**config.mk**
```make
export PLATFORM = sky130hd
export DESIGN_NAME = aes_cbc_ctrl_flat
export DESIGN_NICKNAME = d
export VERILOG_FILES = /design/src/rtl/aes_cbc_ctrl_if.sv /design/src/rtl/aes_cbc_ctrl.sv /design/src/flat_wrapper.sv
export SDC_FILE = /design/constraint.sdc
export NUM_CORES = 1
export LEC_CHECK = 0
export ABC_AREA = 1
export BUFFER_PORTS_ARGS = -buffer_cell sky130_fd_sc_hd__buf_2
export CAP_MARGIN = 20
export CORE_ASPECT_RATIO = 1.25
export CORE_UTILIZATION = 25
export CTS_CLUSTER_SIZE = 30
export DETAILED_ROUTE_END_ITERATION = 10
export PLACE_DENSITY = 0.4
export SETUP_SLACK_MARGIN = 0.1
export SLEW_MARGIN = 20
export SYNTH_ARGS = -nofsm -noshare
export SYNTH_HDL_FRONTEND = slang
export SYNTH_SLANG_ARGS = --single-unit
```
**constraint.sdc**
```tcl
create_clock -name clk -period 2.7 [get_ports clk]
set_clock_uncertainty 0.05 [all_clocks]
set_input_delay 0 -clock clk [delete_from_list [all_inputs] [get_ports clk]]
set_output_delay 0 -clock clk [all_outputs]
set_load 0.1 [all_outputs]
```
**src/rtl/aes_cbc_ctrl_if.sv**
```systemverilog
// Shared AES core request/response types and the command/result handshake
// interface of aes_cbc_ctrl.
package aes_cbc_pkg;
    localparam int AES_DATA_W = 128;
    localparam int AES_KEY_W  = 128;

    typedef enum logic [1:0] {
        FUNC_NONE = 2'd0,
        FUNC_KEY  = 2'd1,
        FUNC_ENC  = 2'd2,
        FUNC_DEC  = 2'd3
    } aes_func_e;

    typedef enum logic [1:0] {
        OP_KEY = 2'd0,
        OP_IV  = 2'd1,
        OP_ENC = 2'd2,
        OP_DEC = 2'd3
    } cmd_op_e;

    typedef struct packed {
        logic [AES_KEY_W-1:0]  key;
        logic [AES_DATA_W-1:0] data;
        aes_func_e             func;
        logic                  enable;
    } aes_in_type;

    typedef struct packed {
        logic [AES_DATA_W-1:0] result;
        logic                  ready;
    } aes_out_type;
endpackage

interface aes_cbc_ctrl_if #(
    parameter int DATA_W = aes_cbc_pkg::AES_DATA_W,
    parameter int KEY_W  = aes_cbc_pkg::AES_KEY_W
);
    logic              cmd_valid;
    logic              cmd_ready;
    logic [1:0]        cmd_op;
    logic              cmd_mode;
    logic [KEY_W-1:0]  cmd_key;
    logic [DATA_W-1:0] cmd_data;
    logic              out_valid;
    logic              out_ready;
    logic [DATA_W-1:0] out_data;
    logic              out_err;

    modport master (
        output cmd_valid, cmd_op, cmd_mode, cmd_key, cmd_data, out_ready,
        input  cmd_ready, out_valid, out_data, out_err
    );

    modport slave (
        input  cmd_valid, cmd_op, cmd_mode, cmd_key, cmd_data, out_ready,
        output cmd_ready, out_valid, out_data, out_err
    );
endinterface

```
**src/rtl/aes_cbc_ctrl.sv**
```systemverilog
// CBC block-mode sequencer in front of the AES core; define AES_CTR_MODE_EN
// to add CTR mode (cmd_mode=1) sharing the same chain register.
module aes_cbc_ctrl
    import aes_cbc_pkg::*;
#(
    // Must match the core's widths, which fix the aes_in/aes_out struct fields.
    parameter int DATA_W = AES_DATA_W,
    parameter int KEY_W  = AES_KEY_W
) (
    input  logic              clk,
    input  logic              rst,
    aes_cbc_ctrl_if.slave     cmd,
    output aes_in_type        aes_in,
    input  aes_out_type       aes_out
);

    typedef enum logic [2:0] {S_IDLE, S_KEY, S_RUN, S_WAIT, S_OUT} state_e;

    state_e            state;
    logic [DATA_W-1:0] chain;
    logic [DATA_W-1:0] in_reg;
    logic              key_loaded;
    logic              is_dec;
    logic [DATA_W-1:0] run_data;
    aes_func_e         run_func;
    logic [DATA_W-1:0] done_data;
    logic [DATA_W-1:0] next_chain;

`ifdef AES_CTR_MODE_EN
    logic              is_ctr;
`else
    logic              unused_mode;
    assign unused_mode = cmd.cmd_mode;
`endif

    // NOTE: every variable gets a default at the top of always_comb so no
    // path leaves it unassigned and a latch is never inferred.
    always_comb begin
        run_func = FUNC_ENC;
        run_data = cmd.cmd_data ^ chain;
        if (cmd.cmd_op == OP_DEC) begin
            run_func = FUNC_DEC;
            run_data = cmd.cmd_data;
        end
`ifdef AES_CTR_MODE_EN
        if (cmd.cmd_mode) begin
            run_func = FUNC_ENC;
            run_data = chain;
        end
`endif
    end

    always_comb begin
        done_data  = aes_out.result;
        next_chain = aes_out.result;
        if (is_dec) begin
            done_data  = aes_out.result ^ chain;
            next_chain = in_reg;
        end
`ifdef AES_CTR_MODE_EN
        // Counter lives in the low word only; the carry out of bit 31 is dropped.
        if (is_ctr) begin
            done_data  = aes_out.result ^ in_reg;
            next_chain = {chain[DATA_W-1:32], chain[31:0] + 32'd1};
        end
`endif
    end

    // NOTE: sequential state uses non-blocking assignments only, and the
    // asynchronous reset clears every register including the wide data ones.
    always_ff @(posedge clk or negedge rst) begin
        if (!rst) begin
            state         <= S_IDLE;
            cmd.cmd_ready <= 1'b0;
            cmd.out_valid <= 1'b0;
            cmd.out_data  <= '0;
            cmd.out_err   <= 1'b0;
            aes_in        <= '0;
            chain         <= '0;
            in_reg        <= '0;
            key_loaded    <= 1'b0;
            is_dec        <= 1'b0;
`ifdef AES_CTR_MODE_EN
            is_ctr        <= 1'b0;
`endif
        end else begin
            case (state)
                S_IDLE: begin
                    cmd.cmd_ready <= 1'b1;
                    if (cmd.cmd_valid && cmd.cmd_ready) begin
                        case (cmd_op_e'(cmd.cmd_op))
                            OP_KEY: begin
                                aes_in.key    <= cmd.cmd_key;
                                aes_in.func   <= FUNC_KEY;
                                aes_in.enable <= 1'b1;
                                cmd.cmd_ready <= 1'b0;
                                state         <= S_KEY;
                            end
                            OP_IV: chain <= cmd.cmd_data;
                            default: begin
                                cmd.cmd_ready <= 1'b0;
                                if (!key_loaded) begin
                                    cmd.out_data  <= '0;
                                    cmd.out_err   <= 1'b1;
                                    cmd.out_valid <= 1'b1;
                                    state         <= S_OUT;
                                end else begin
                                    in_reg        <= cmd.cmd_data;
                                    is_dec        <= (cmd.cmd_op == OP_DEC);
`ifdef AES_CTR_MODE_EN
                                    is_ctr        <= cmd.cmd_mode;
`endif
                                    aes_in.key    <= '0;
                                    aes_in.data   <= run_data;
                                    aes_in.func   <= run_func;
                                    aes_in.enable <= 1'b1;
                                    state         <= S_RUN;
                                end
                            end
                        endcase
                    end
                end
                S_KEY: begin
                    aes_in        <= '0;
                    key_loaded    <= 1'b1;
                    cmd.cmd_ready <= 1'b1;
                    state         <= S_IDLE;
                end
                S_RUN: begin
                    aes_in.enable <= 1'b0;
                    state         <= S_WAIT;
                end
                S_WAIT: begin
                    if (aes_out.ready) begin
                        cmd.out_data  <= done_data;
                        chain         <= next_chain;
                        cmd.out_err   <= 1'b0;
                        cmd.out_valid <= 1'b1;
                        state         <= S_OUT;
                    end
                end
                S_OUT: begin
                    if (cmd.out_ready) begin
                        cmd.out_valid <= 1'b0;
                        cmd.cmd_ready <= 1'b1;
                        state         <= S_IDLE;
                    end
                end
                default: state <= S_IDLE;
            endcase
        end
    end

endmodule

```
**src/flat_wrapper.sv**
```systemverilog
// flat-port wrapper written by rule: the top's interface ports become plain ports
module aes_cbc_ctrl_flat import aes_cbc_pkg::*;
#(
                                                                                
    parameter int DATA_W = AES_DATA_W,
    parameter int KEY_W  = AES_KEY_W
)
  (clk, rst, aes_in, aes_out, cmd_cmd_valid, cmd_cmd_op, cmd_cmd_mode, cmd_cmd_key, cmd_cmd_data, cmd_out_ready, cmd_cmd_ready, cmd_out_valid, cmd_out_data, cmd_out_err);
  aes_cbc_ctrl_if #(.DATA_W(DATA_W), .KEY_W(KEY_W)) cmd_i ();
  input  logic clk;
  input  logic rst;
  output aes_in_type aes_in;
  input  aes_out_type aes_out;
  input wire logic [$bits(cmd_i.cmd_valid)-1:0] cmd_cmd_valid;
  input wire logic [$bits(cmd_i.cmd_op)-1:0] cmd_cmd_op;
  input wire logic [$bits(cmd_i.cmd_mode)-1:0] cmd_cmd_mode;
  input wire logic [$bits(cmd_i.cmd_key)-1:0] cmd_cmd_key;
  input wire logic [$bits(cmd_i.cmd_data)-1:0] cmd_cmd_data;
  input wire logic [$bits(cmd_i.out_ready)-1:0] cmd_out_ready;
  output wire logic [$bits(cmd_i.cmd_ready)-1:0] cmd_cmd_ready;
  output wire logic [$bits(cmd_i.out_valid)-1:0] cmd_out_valid;
  output wire logic [$bits(cmd_i.out_data)-1:0] cmd_out_data;
  output wire logic [$bits(cmd_i.out_err)-1:0] cmd_out_err;
  assign cmd_i.cmd_valid = cmd_cmd_valid;
  assign cmd_i.cmd_op = cmd_cmd_op;
  assign cmd_i.cmd_mode = cmd_cmd_mode;
  assign cmd_i.cmd_key = cmd_cmd_key;
  assign cmd_i.cmd_data = cmd_cmd_data;
  assign cmd_i.out_ready = cmd_out_ready;
  assign cmd_cmd_ready = cmd_i.cmd_ready;
  assign cmd_out_valid = cmd_i.out_valid;
  assign cmd_out_data = cmd_i.out_data;
  assign cmd_out_err = cmd_i.out_err;
  aes_cbc_ctrl #(.DATA_W(DATA_W), .KEY_W(KEY_W)) u_core (.clk(clk), .rst(rst), .cmd(cmd_i), .aes_in(aes_in), .aes_out(aes_out));
endmodule
```
# After elaboration in Yosys (flattened, before gate mapping)
# Cells that the tools add are included.
# word_totals
output_inout_bits,390
ff_bits,651
wordCells,88
# op_classes
n_bitwise,3
muxes,38
n_reduce_logical,19
eq_ne,15
# op_table
op,count
128-bit 2-to-1 mux,11
128-bit one-hot mux with 2 select lines,3
259-bit 2-to-1 mux,2
258-bit one-hot mux with 2 select lines,1
128-bit XOR,2
4-bit AND reduction,6
3-bit 2-to-1 mux,4
"2-bit != test, second input constant",6
3-bit one-hot mux with 2 select lines,2
3-bit one-hot mux with 4 select lines,1
1-bit 2-to-1 mux,10
"3-bit by 2-bit equality test with 1-bit output, second input constant",2
1-bit one-hot mux with 3 select lines,2
6-bit AND reduction,1
2-bit nonzero test,3
3-bit nonzero test,2
5-bit AND reduction,1
"2-bit by 1-bit != test with 1-bit output, second input constant",2
1-bit one-hot mux with 2 select lines,2
2-bit OR reduction,2
"3-bit by 1-bit equality test with 1-bit output, second input constant",1
"3-bit equality test, second input constant",1
3-bit zero test,1
"3-bit by 2-bit != test with 1-bit output, second input constant",1
other kinds (6),6

# Depth between registers and ports, before layout
# Gate-level depths: netlist of the first run.
# logic_depth
ltp_word,6
mapped_depth,10

# Worst setup path after synthesis of the first run
# OpenSTA, ideal clock, no wires.
# synth_timing
path_kind,register -> register
from,reg u_core.cmd.cmd_ready
to,reg u_core.cmd.out_data[100]
stages_incl_launch_ff,10
setup_ns,0.122
arrival_time_ns,2.143
setup_slack_ns,0.385
required_ns,2.528
path_cell_list,dfrtp_1 > nand2_1 > nor2_1 > nor2_2 > nor2_2 > nand2_1 > buf_4 > buf_4 > nand2_1 > nand2_1
# synth_between
elab_chain_cells,3
# synth_lines
item,line,text
"start, declared",aes_cbc_ctrl_if.sv:56,"output cmd_ready, out_valid, out_data, out_err"
"start signal, assigned",aes_cbc_ctrl.sv:74,cmd.cmd_ready <= 1'b0;
"start signal, assigned",aes_cbc_ctrl.sv:89,cmd.cmd_ready <= 1'b1;
"start signal, assigned",aes_cbc_ctrl.sv:96,cmd.cmd_ready <= 1'b0;
1-bit logical AND,aes_cbc_ctrl.sv:90,if (cmd.cmd_valid && cmd.cmd_ready) begin
2-bit by 1-bit != test with 1-bit output (no line),-,
5-bit AND reduction (no line),-,
"end signal, assigned",aes_cbc_ctrl.sv:135,cmd.out_data <= done_data;
"end, declared",aes_cbc_ctrl_if.sv:56,
# Every way passes these cells.
# A chain may end at the register's enable or synchronous reset.

# Worst setup path in the final report of the first run
# layout_timing
from,reg u_core.state[0]
to,reg u_core.chain[119]
# layout_between
elab_chain_cells,3
word_cells_on_any_way,8
# layout_lines
item,line,text
"start, declared",aes_cbc_ctrl.sv:19,state_e state;
"start signal, assigned",aes_cbc_ctrl.sv:73,state <= S_IDLE;
"start signal, assigned",aes_cbc_ctrl.sv:97,state <= S_KEY;
"start signal, assigned",aes_cbc_ctrl.sv:106,state <= S_OUT;
3-bit by 2-bit equality test with 1-bit output / 3-bit zero test (equally long branches),aes_cbc_ctrl.sv:87,case (state)
2-bit != test (no line) (tied with other cells),-,
4-bit AND reduction (no line),-,
"end signal, assigned",aes_cbc_ctrl.sv:99,OP_IV: chain <= cmd.cmd_data;
"end signal, assigned",aes_cbc_ctrl.sv:136,chain <= next_chain;
"end, declared",aes_cbc_ctrl.sv:20,logic [DATA_W-1:0] chain;
# Several ways; a longest one is shown, not always the timed one.

==> results of run 1 <==
-- per-stage QoR --
stage               worst slack [ns]    util  area [sq um]  instances
finish                        0.3438  0.3489         45350       7070
detailed placement            0.3086  0.2971         38630       6521
global placement              0.3568  0.2971         38630       6521
global route                  0.1272  0.3489         45350       7069
floorplan                     0.3850       -         32730       4262
CTS                           0.2921  0.3486         45320       7057
-- metal layers --
| layer | routed length, microns | vias to the layer above | part of all wire | track usage |
|---|---|---|---|---|
| li1 | - | 15840 | - | - |
| met1 | 58010 | 15620 | 0.41 | 0.2450 |
| met2 | 71240 | 879 | 0.50 | 0.3745 |
| met3 | 7497 | 192 | 0.053 | 0.04265 |
| met4 | 5283 | 8 | 0.037 | 0.08681 |
| met5 | 46 | - | 0.00032 | 0 |
-- cells in the final DEF (no fill, tap or decap), types with 2 or more instances in the layout --
cell type / netlist / routed
sky130_fd_sc_hd__inv_8: 0 / 2
sky130_fd_sc_hd__dfrtp_1: 651 / 650
sky130_fd_sc_hd__clkbuf_8: 0 / 21
sky130_fd_sc_hd__ha_1: 3 / 2
sky130_fd_sc_hd__o211ai_1: 127 / 127
sky130_fd_sc_hd__buf_4: 14 / 31
sky130_fd_sc_hd__clkinv_8: 0 / 3
sky130_fd_sc_hd__o21ai_0: 602 / 602
sky130_fd_sc_hd__nand2_4: 1 / 6
sky130_fd_sc_hd__nor2_1: 136 / 135
sky130_fd_sc_hd__clkbuf_1: 164 / 17
sky130_fd_sc_hd__buf_2: 135 / 779
sky130_fd_sc_hd__xor2_1: 128 / 128
sky130_fd_sc_hd__inv_1: 271 / 270
sky130_fd_sc_hd__nand2_1: 1442 / 1437
sky130_fd_sc_hd__o21ai_1: 44 / 44
sky130_fd_sc_hd__inv_2: 3 / 2
sky130_fd_sc_hd__inv_6: 0 / 3
sky130_fd_sc_hd__nand3_1: 518 / 518
sky130_fd_sc_hd__buf_12: 0 / 47
sky130_fd_sc_hd__dlygate4sd3_1: 0 / 390
sky130_fd_sc_hd__bufinv_16: 0 / 7
sky130_fd_sc_hd__diode_2: 0 / 13
sky130_fd_sc_hd__clkinv_2: 0 / 9
sky130_fd_sc_hd__clkinvlp_4: 0 / 3
sky130_fd_sc_hd__nor2_4: 2 / 4
sky130_fd_sc_hd__clkbuf_16: 0 / 82
-- logic make-up after synthesis --
logic type	count (synthesis)	synth area share
AOI/OAI and AO/OA	776	0.1286
xor gates and xnor gates	128	0.03425
adders and majority gates	3	0.001147
buffers and inverters	598	0.07558
DFF	651	0.4978
and+or+nand+nor	2106	0.2626
-- final cells by class --
type,instances,area [sq um],area share
Timing Repair Buffer,1248,8991,0.1983
Antenna cell,13,32.53,0.0007173
Inverter,275,1052,0.02320
Clock inverter,25,364.1,0.008028
Sequential cell,651,16290,0.3593
Multi-Input combinational cell,3013,14050,0.3099
Clock buffer,120,2405,0.05303
Tap cell,1725,2158,0.04759
-- final timing paths --
kind | slack [ns] | to | depth (start not counted)
setup / recovery | 0.34 | u_core.chain[119] | 9
hold / removal | 0.05 | u_core.aes_in[191] | 3
setup reg to reg | 0.34 | u_core.chain[119] | 9
hold reg to reg | 0.41 | u_core.cmd.out_data[44] | 2
max in group asynchronous | 1.90 | u_core.aes_in[161] | 4
min in group clk | 0.10 | u_core.aes_in[147] | 4
-- critical path, delay by kind of cell, from the launching register on --
kind          cells  cell delay (ns)
buf+inv           2             0.72
flops             1             0.51
simple gates      7             0.95
-- cells in the mapped netlist --
library cell,number,share of area
sky130_fd_sc_hd__clkinv_1,1,0.00011
sky130_fd_sc_hd__nand2_4,1,0.00034
sky130_fd_sc_hd__o21ai_1,44,0.0067
sky130_fd_sc_hd__nand4_1,1,0.00019
sky130_fd_sc_hd__buf_6,1,0.00034
sky130_fd_sc_hd__dfrtp_1,651,0.50
sky130_fd_sc_hd__nor2_1,136,0.016
sky130_fd_sc_hd__o211ai_1,127,0.029
sky130_fd_sc_hd__inv_2,3,0.00034
sky130_fd_sc_hd__nand3_1,518,0.079
sky130_fd_sc_hd__a21oi_1,1,0.00015
sky130_fd_sc_hd__nand3_2,1,0.00031
sky130_fd_sc_hd__o21ai_0,602,0.092
sky130_fd_sc_hd__ha_1,3,0.0011
sky130_fd_sc_hd__nor2_2,2,0.00038
sky130_fd_sc_hd__buf_1,9,0.0010
sky130_fd_sc_hd__nor2_4,2,0.00069
sky130_fd_sc_hd__inv_1,271,0.031
sky130_fd_sc_hd__clkbuf_1,164,0.019
sky130_fd_sc_hd__buf_4,14,0.0032
sky130_fd_sc_hd__nand2_1,1442,0.17
sky130_fd_sc_hd__nand2_2,2,0.00038
sky130_fd_sc_hd__buf_2,135,0.021
sky130_fd_sc_hd__o21ai_2,1,0.00027
sky130_fd_sc_hd__nor3_1,1,0.00015
sky130_fd_sc_hd__xor2_1,128,0.034
sky130_fd_sc_hd__o2111ai_1,1,0.00027
-- timing repair --
action                                  CTS  global route
buffers inserted                          0             0
endpoints found under the hold margin  1298             0
hold buffers                            391             0
==> Implementation_results.wiki, run 1 <==
{| class="wikitable"
! Metric !! Value
|-
| Post-DR wirelength/cell || between 20 and 25 microns
|-
| Final worst hold slack || 0.05075 ns
|-
| Filler Cell Count || around 14000
|-
| Clock insertion delay at the later pin of the skew report || 0.69 ns
|-
| Core Region || about 130000 sq um
|-
| Synth-to-Final Area Change || 38.57%
|-
| Overall die area || 132400 sq um
|-
| Peak per-stage delay on the critical path || 0.65 ns
|-
| Crit path launch type || flop
|-
| CTS tree || yes
|-
| Flip-flop count of the largest register after layout || 259
|-
| Final hold viol count || 0
|-
| Slew at the pin closest to its max-slew limit || 0.9100 ns
|-
| Remaining number of nets flagged by the antenna check after routing || 0
|-
| Post-route clock period utilization || 0.8727
|-
| Total of buffers placed on input and output ports || 780
|-
| Final max-slew violation count || 0
|-
| Count of H-tree levels built during CTS || 3
|-
| DRC errors left || 0
|-
| Mean instance size in the synthesized netlist || 7.679 sq um
|-
| Number of antenna violations at the first check in global routing || 20
|-
| Post-detailed-routing wire length || 142.1 mm
|-
| Final weighted congestion in routability-driven placement || 0.8013
|-
| Clock buffer count from CTS || 82
|-
| Row Count || 148
|-
| Placed wire-length estimate || 92.90 mm
|-
| Wire length of the first global-routing pass || 211.5 mm
|-
| Global Route Usage Sum || 0.2104
|-
| Vias after detailed routing || 32550
|-
| Final setup fails || 0
|-
| Critical Setup Path Class || reg -> reg
|-
| Largest net degree at the start of global routing || 141
|-
| Synthesis Warnings || 0
|-
| Result of the run || finished clean
|-
| RSZ-0062 raised after global routing || no
|-
| Die Y-Extent || 406.5 microns
|-
| Synth cell types || 27
|-
| Crit path top cell by count || sky130_fd_sc_hd__nand2_1
|-
| Sequential element share of the synthesized area || 0.4978
|-
| Arrival time reported for the critical path endpoint || 2.91 ns
|-
| Mapped Area || 32730 sq um
|-
| Net count after synthesis || 4657
|-
| Start point of the critical path || u_core.state[0]
|-
| Worst Path Max Fanout || between 100 and 150
|-
| WP data required || 3.25 ns
|-
| Share of final-layout standard cells stronger than drive strength 1 || 0.1890
|-
| Register with the highest flop count || u_core.aes_in
|-
| Clock sink total || approximately 650
|-
| Vias in the first global route || approximately 33000
|-
| Shortest period the worst path allows || ~2.4 ns
|-
| Reg-to-reg critical path startpoint || u_core.state[0]
|-
| IO Count || about 800
|-
| Post-synthesis cell count || approximately 4300
|-
| Max stage delay cell, worst path || sky130_fd_sc_hd__buf_12
|-
| Number of max-cap violations || 0
|-
| Number of gates resized after cts || 0
|-
| Post-route setup TNS || 0 ns
|-
| Min-delay worst type || in -> async
|-
| Via/cell ratio || 4.603
|-
| Cell at the root of the clock tree || sky130_fd_sc_hd__clkbuf_16
|-
| Effective utilization at floorplan || 0.2518
|-
| Overall die width || 325.6 microns
|-
| Type of element capturing the critical path || flop
|-
| Number of synthesized register bits || between 600 and 700
|-
| Remaining Overflow, GRT || 0
|-
| Final net count || 5666
|-
| Maximum clock frequency || 424.4 MHz
|-
| Clock transition at the registers of the reported paths || 0.06 ns
|-
| Detailed Routing Iterations Pass 1 || 7
|-
| Crit-path cells || nand2_1, nor2_4, inv_6, nand2_1, nand2_4, nor2_4, buf_12, nand2_1, nand2_1
|-
| CTS Buffer Depth || 3
|-
| Max_slew headroom || 0.3933
|-
| Detailed router's first-iteration violation count || 1743
|}
Power of run 1 is not shown: default switching activity piles up to over one toggle a cycle in this logic, so the estimate is an artifact.
==> inputs of run 2 (changes only) <==
CTS_BUF_LIST = sky130_fd_sc_hd__clkbuf_4 sky130_fd_sc_hd__clkbuf_8   (was not set)
==> run 2 against run 1 <==
Routed wire length grew 3.0%. Worst setup slack lost 0.059 ns. Final area grew 7.6%. Via count grew 5.9%. Global-route usage grew 0.67 points. Non-clock buffer count grew 361. Core utilization grew 2.7 points. Worst hold slack gained 0.040 ns. Highest routed layer unchanged.
==> Implementation_results.wiki, run 2 (same netlist as run 1, synthesis figures left out) <==
{| class="wikitable"
! Metric !! Value
|-
| Min-delay worst type || in -> reg
|-
| Max_slew headroom || 0.3858 (-0.007504)
|-
| Maximum clock frequency || 414.0 MHz (-2.5%)
|-
| Detailed Routing Iterations Pass 1 || 7 (unchanged)
|-
| CTS tree || yes
|-
| Most common library cell in the layout ignoring fill and taps || sky130_fd_sc_hd__nand2_1
|-
| Cell at the root of the clock tree || sky130_fd_sc_hd__clkbuf_8
|-
| Post-route setup TNS || 0 ns (unchanged)
|-
| Clock buffer count from CTS || 120 (+46%)
|-
| Effective utilization at floorplan || 0.2518 (unchanged)
|-
| Total of buffers placed on input and output ports || 780 (unchanged)
|-
| IO Count || 782 (unchanged)
|-
| Final hold viol count || 0 (unchanged)
|-
| Die Y-Extent || 406.5 microns (unchanged)
|-
| Overall die width || 325.6 microns (unchanged)
|-
| Via/cell ratio || 4.592 (-0.24%)
|-
| Result of the run || finished clean
|-
| Peak per-stage delay on the critical path || 0.57 ns (-0.08 ns)
|-
| Post-DR wirelength/cell || 19.51 microns (-2.9%)
|-
| Clock sink total || 651 (unchanged)
|-
| Most frequent cells in the layout || sky130_fd_sc_hd__nand2_1 (1437), sky130_fd_sc_hd__buf_2 (779), sky130_fd_sc_hd__dlygate4sd3_1 (751)
|-
| Clock insertion delay at the later pin of the skew report || 0.85 ns (+0.16 ns)
|-
| Flip-flop count of the largest register after layout || 259 (unchanged)
|-
| Number of max-cap violations || 0 (unchanged)
|-
| Filler Cell Count || 13700 (-1.9%)
|-
| Detailed router's first-iteration violation count || 1887 (+8.3%)
|-
| Crit path launch type || flop
|-
| Count of H-tree levels built during CTS || 3 (unchanged)
|-
| Share of final-layout standard cells stronger than drive strength 1 || 0.1900 (+0.0009579)
|-
| Number of standard cells in the final layout excluding fillers || 7503 (+6.1%)
|-
| Final net count || 6065 (+7.0%)
|-
| Shortest period the worst path allows || 2.415 ns (+0.05918 ns)
|-
| Storage element area || 16290 sq um (unchanged)
|-
| Clock transition at the registers of the reported paths || 0.06 ns (about the same)
|-
| Largest net degree at the start of global routing || 141 (unchanged)
|-
| Final weighted congestion in routability-driven placement || 0.8013 (unchanged)
|-
| Register with the highest flop count || u_core.aes_in
|-
| Placed cell area || 38630 sq um (unchanged)
|-
| Multi-input gate area in the final layout || 14050 sq um (unchanged)
|-
| Vias after detailed routing || 34460 (+5.9%)
|-
| RSZ-0062 raised after global routing || no
|-
| Remaining number of nets flagged by the antenna check after routing || 0 (unchanged)
|-
| Post-detailed-routing wire length || 146.4 mm (+3.0%)
|-
| Number of gates resized after cts || 0 (unchanged)
|-
| Worst Path Max Fanout || 71 (-45%)
|-
| CTS Buffer Depth || 3 (unchanged)
|-
| Fraction of the core area covered by cells at the end of the flow || 0.3755 (+0.02657)
|-
| Remaining Overflow, GRT || 0 (unchanged)
|-
| Type of element capturing the critical path || flop
|-
| Wire length of the first global-routing pass || 220.6 mm (+4.3%)
|-
| Vias in the first global route || 35040 (+7.7%)
|-
| Placed wire-length estimate || 92.90 mm (unchanged)
|-
| Max stage delay cell, worst path || sky130_fd_sc_hd__dlygate4sd3_1
|-
| Crit-path cells || nor2_4, nand2_8, buf_12, nand3_1, dlygate4sd3_1, o21ai_0
|-
| Slew at the pin closest to its max-slew limit || 0.9213 ns (+0.01126 ns)
|-
| Global Route Usage Sum || 0.2172 (+0.006731)
|-
| Row Count || 148 (unchanged)
|-
| WP data required || 3.38 ns (+0.13 ns)
|-
| Critical Setup Path Class || reg -> reg
|-
| Core Region || 130000 sq um (unchanged)
|-
| Final setup fails || 0 (unchanged)
|-
| DRC errors left || 0 (unchanged)
|-
| Post-route cell area || 48810 sq um (+7.6%)
|-
| # placed instances || 6521 (unchanged)
|-
| Arrival time reported for the critical path endpoint || 3.09 ns (+0.18 ns)
|-
| Number of antenna violations at the first check in global routing || 17 (-15%)
|-
| Synth-to-Final Area Change || 49.13%
|-
| Overall die area || 132400 sq um (unchanged)
|-
| Post-route clock period utilization || 0.8946 (+0.02192)
|-
| Final max-slew violation count || 0 (unchanged)
|}
## run 2: worst paths after layout
check,slack (ns),endpoint,startpoint,cells past startpoint
max in group asynchronous,1.25,u_core.aes_in[238],rst,6
min in group asynchronous,0.41,u_core.aes_in[213],rst,4
hold reg to reg,0.42,u_core.cmd.out_data[50],u_core.cmd.out_data[50],2
hold / removal,0.09,u_core.cmd.out_data[61],aes_out[62],6
setup reg to reg,0.28,u_core.aes_in[198],u_core.state[2],6
setup / recovery,0.28,u_core.aes_in[198],u_core.state[2],6
## run 2: area by class of cell
class,instances,share of cell area
Timing Repair Buffer,1609,0.2583
Multi-Input combinational cell,3013,0.2880
Antenna cell,15,0.0007691
Tap cell,1725,0.04422
Inverter,275,0.02156
Sequential cell,651,0.3339
Clock buffer,195,0.04922
Clock inverter,20,0.004153
## run 2: critical path: cells and delay by family (launching register included)
kind	cells	cell delay [ns]
AO/OA/AOI/OAI	1	0.09
buffers and inverters	2	0.89
flip-flops	1	0.47
AND/OR/NAND/NOR	3	0.73
## run 2: routing by layer
layer	track usage	wire length, microns	vias up
met4	0.08517	4978	4
met2	0.3903	74410	959
met3	0.04114	7820	215
met1	0.2531	59120	16640
met5	0	23	-
li1	-	-	16640
## run 2: through the flow
stage | hold WS [ns] | worst slack, ns
floorplan | -0.3456 | 0.3850
global placement | -0.07429 | 0.3568
detailed placement | -0.07303 | 0.3086
CTS | 0.0006446 | 0.3000
global route | 0.08040 | 0.1356
finish | 0.09118 | 0.2846
## run 2: what timing repair did
item | in CTS | in global routing
endpoints found under the hold margin | 1300 | 0
buffers inserted | 0 | 0
hold buffers | 752 | 0
Power of run 2 is left out for the same reason.
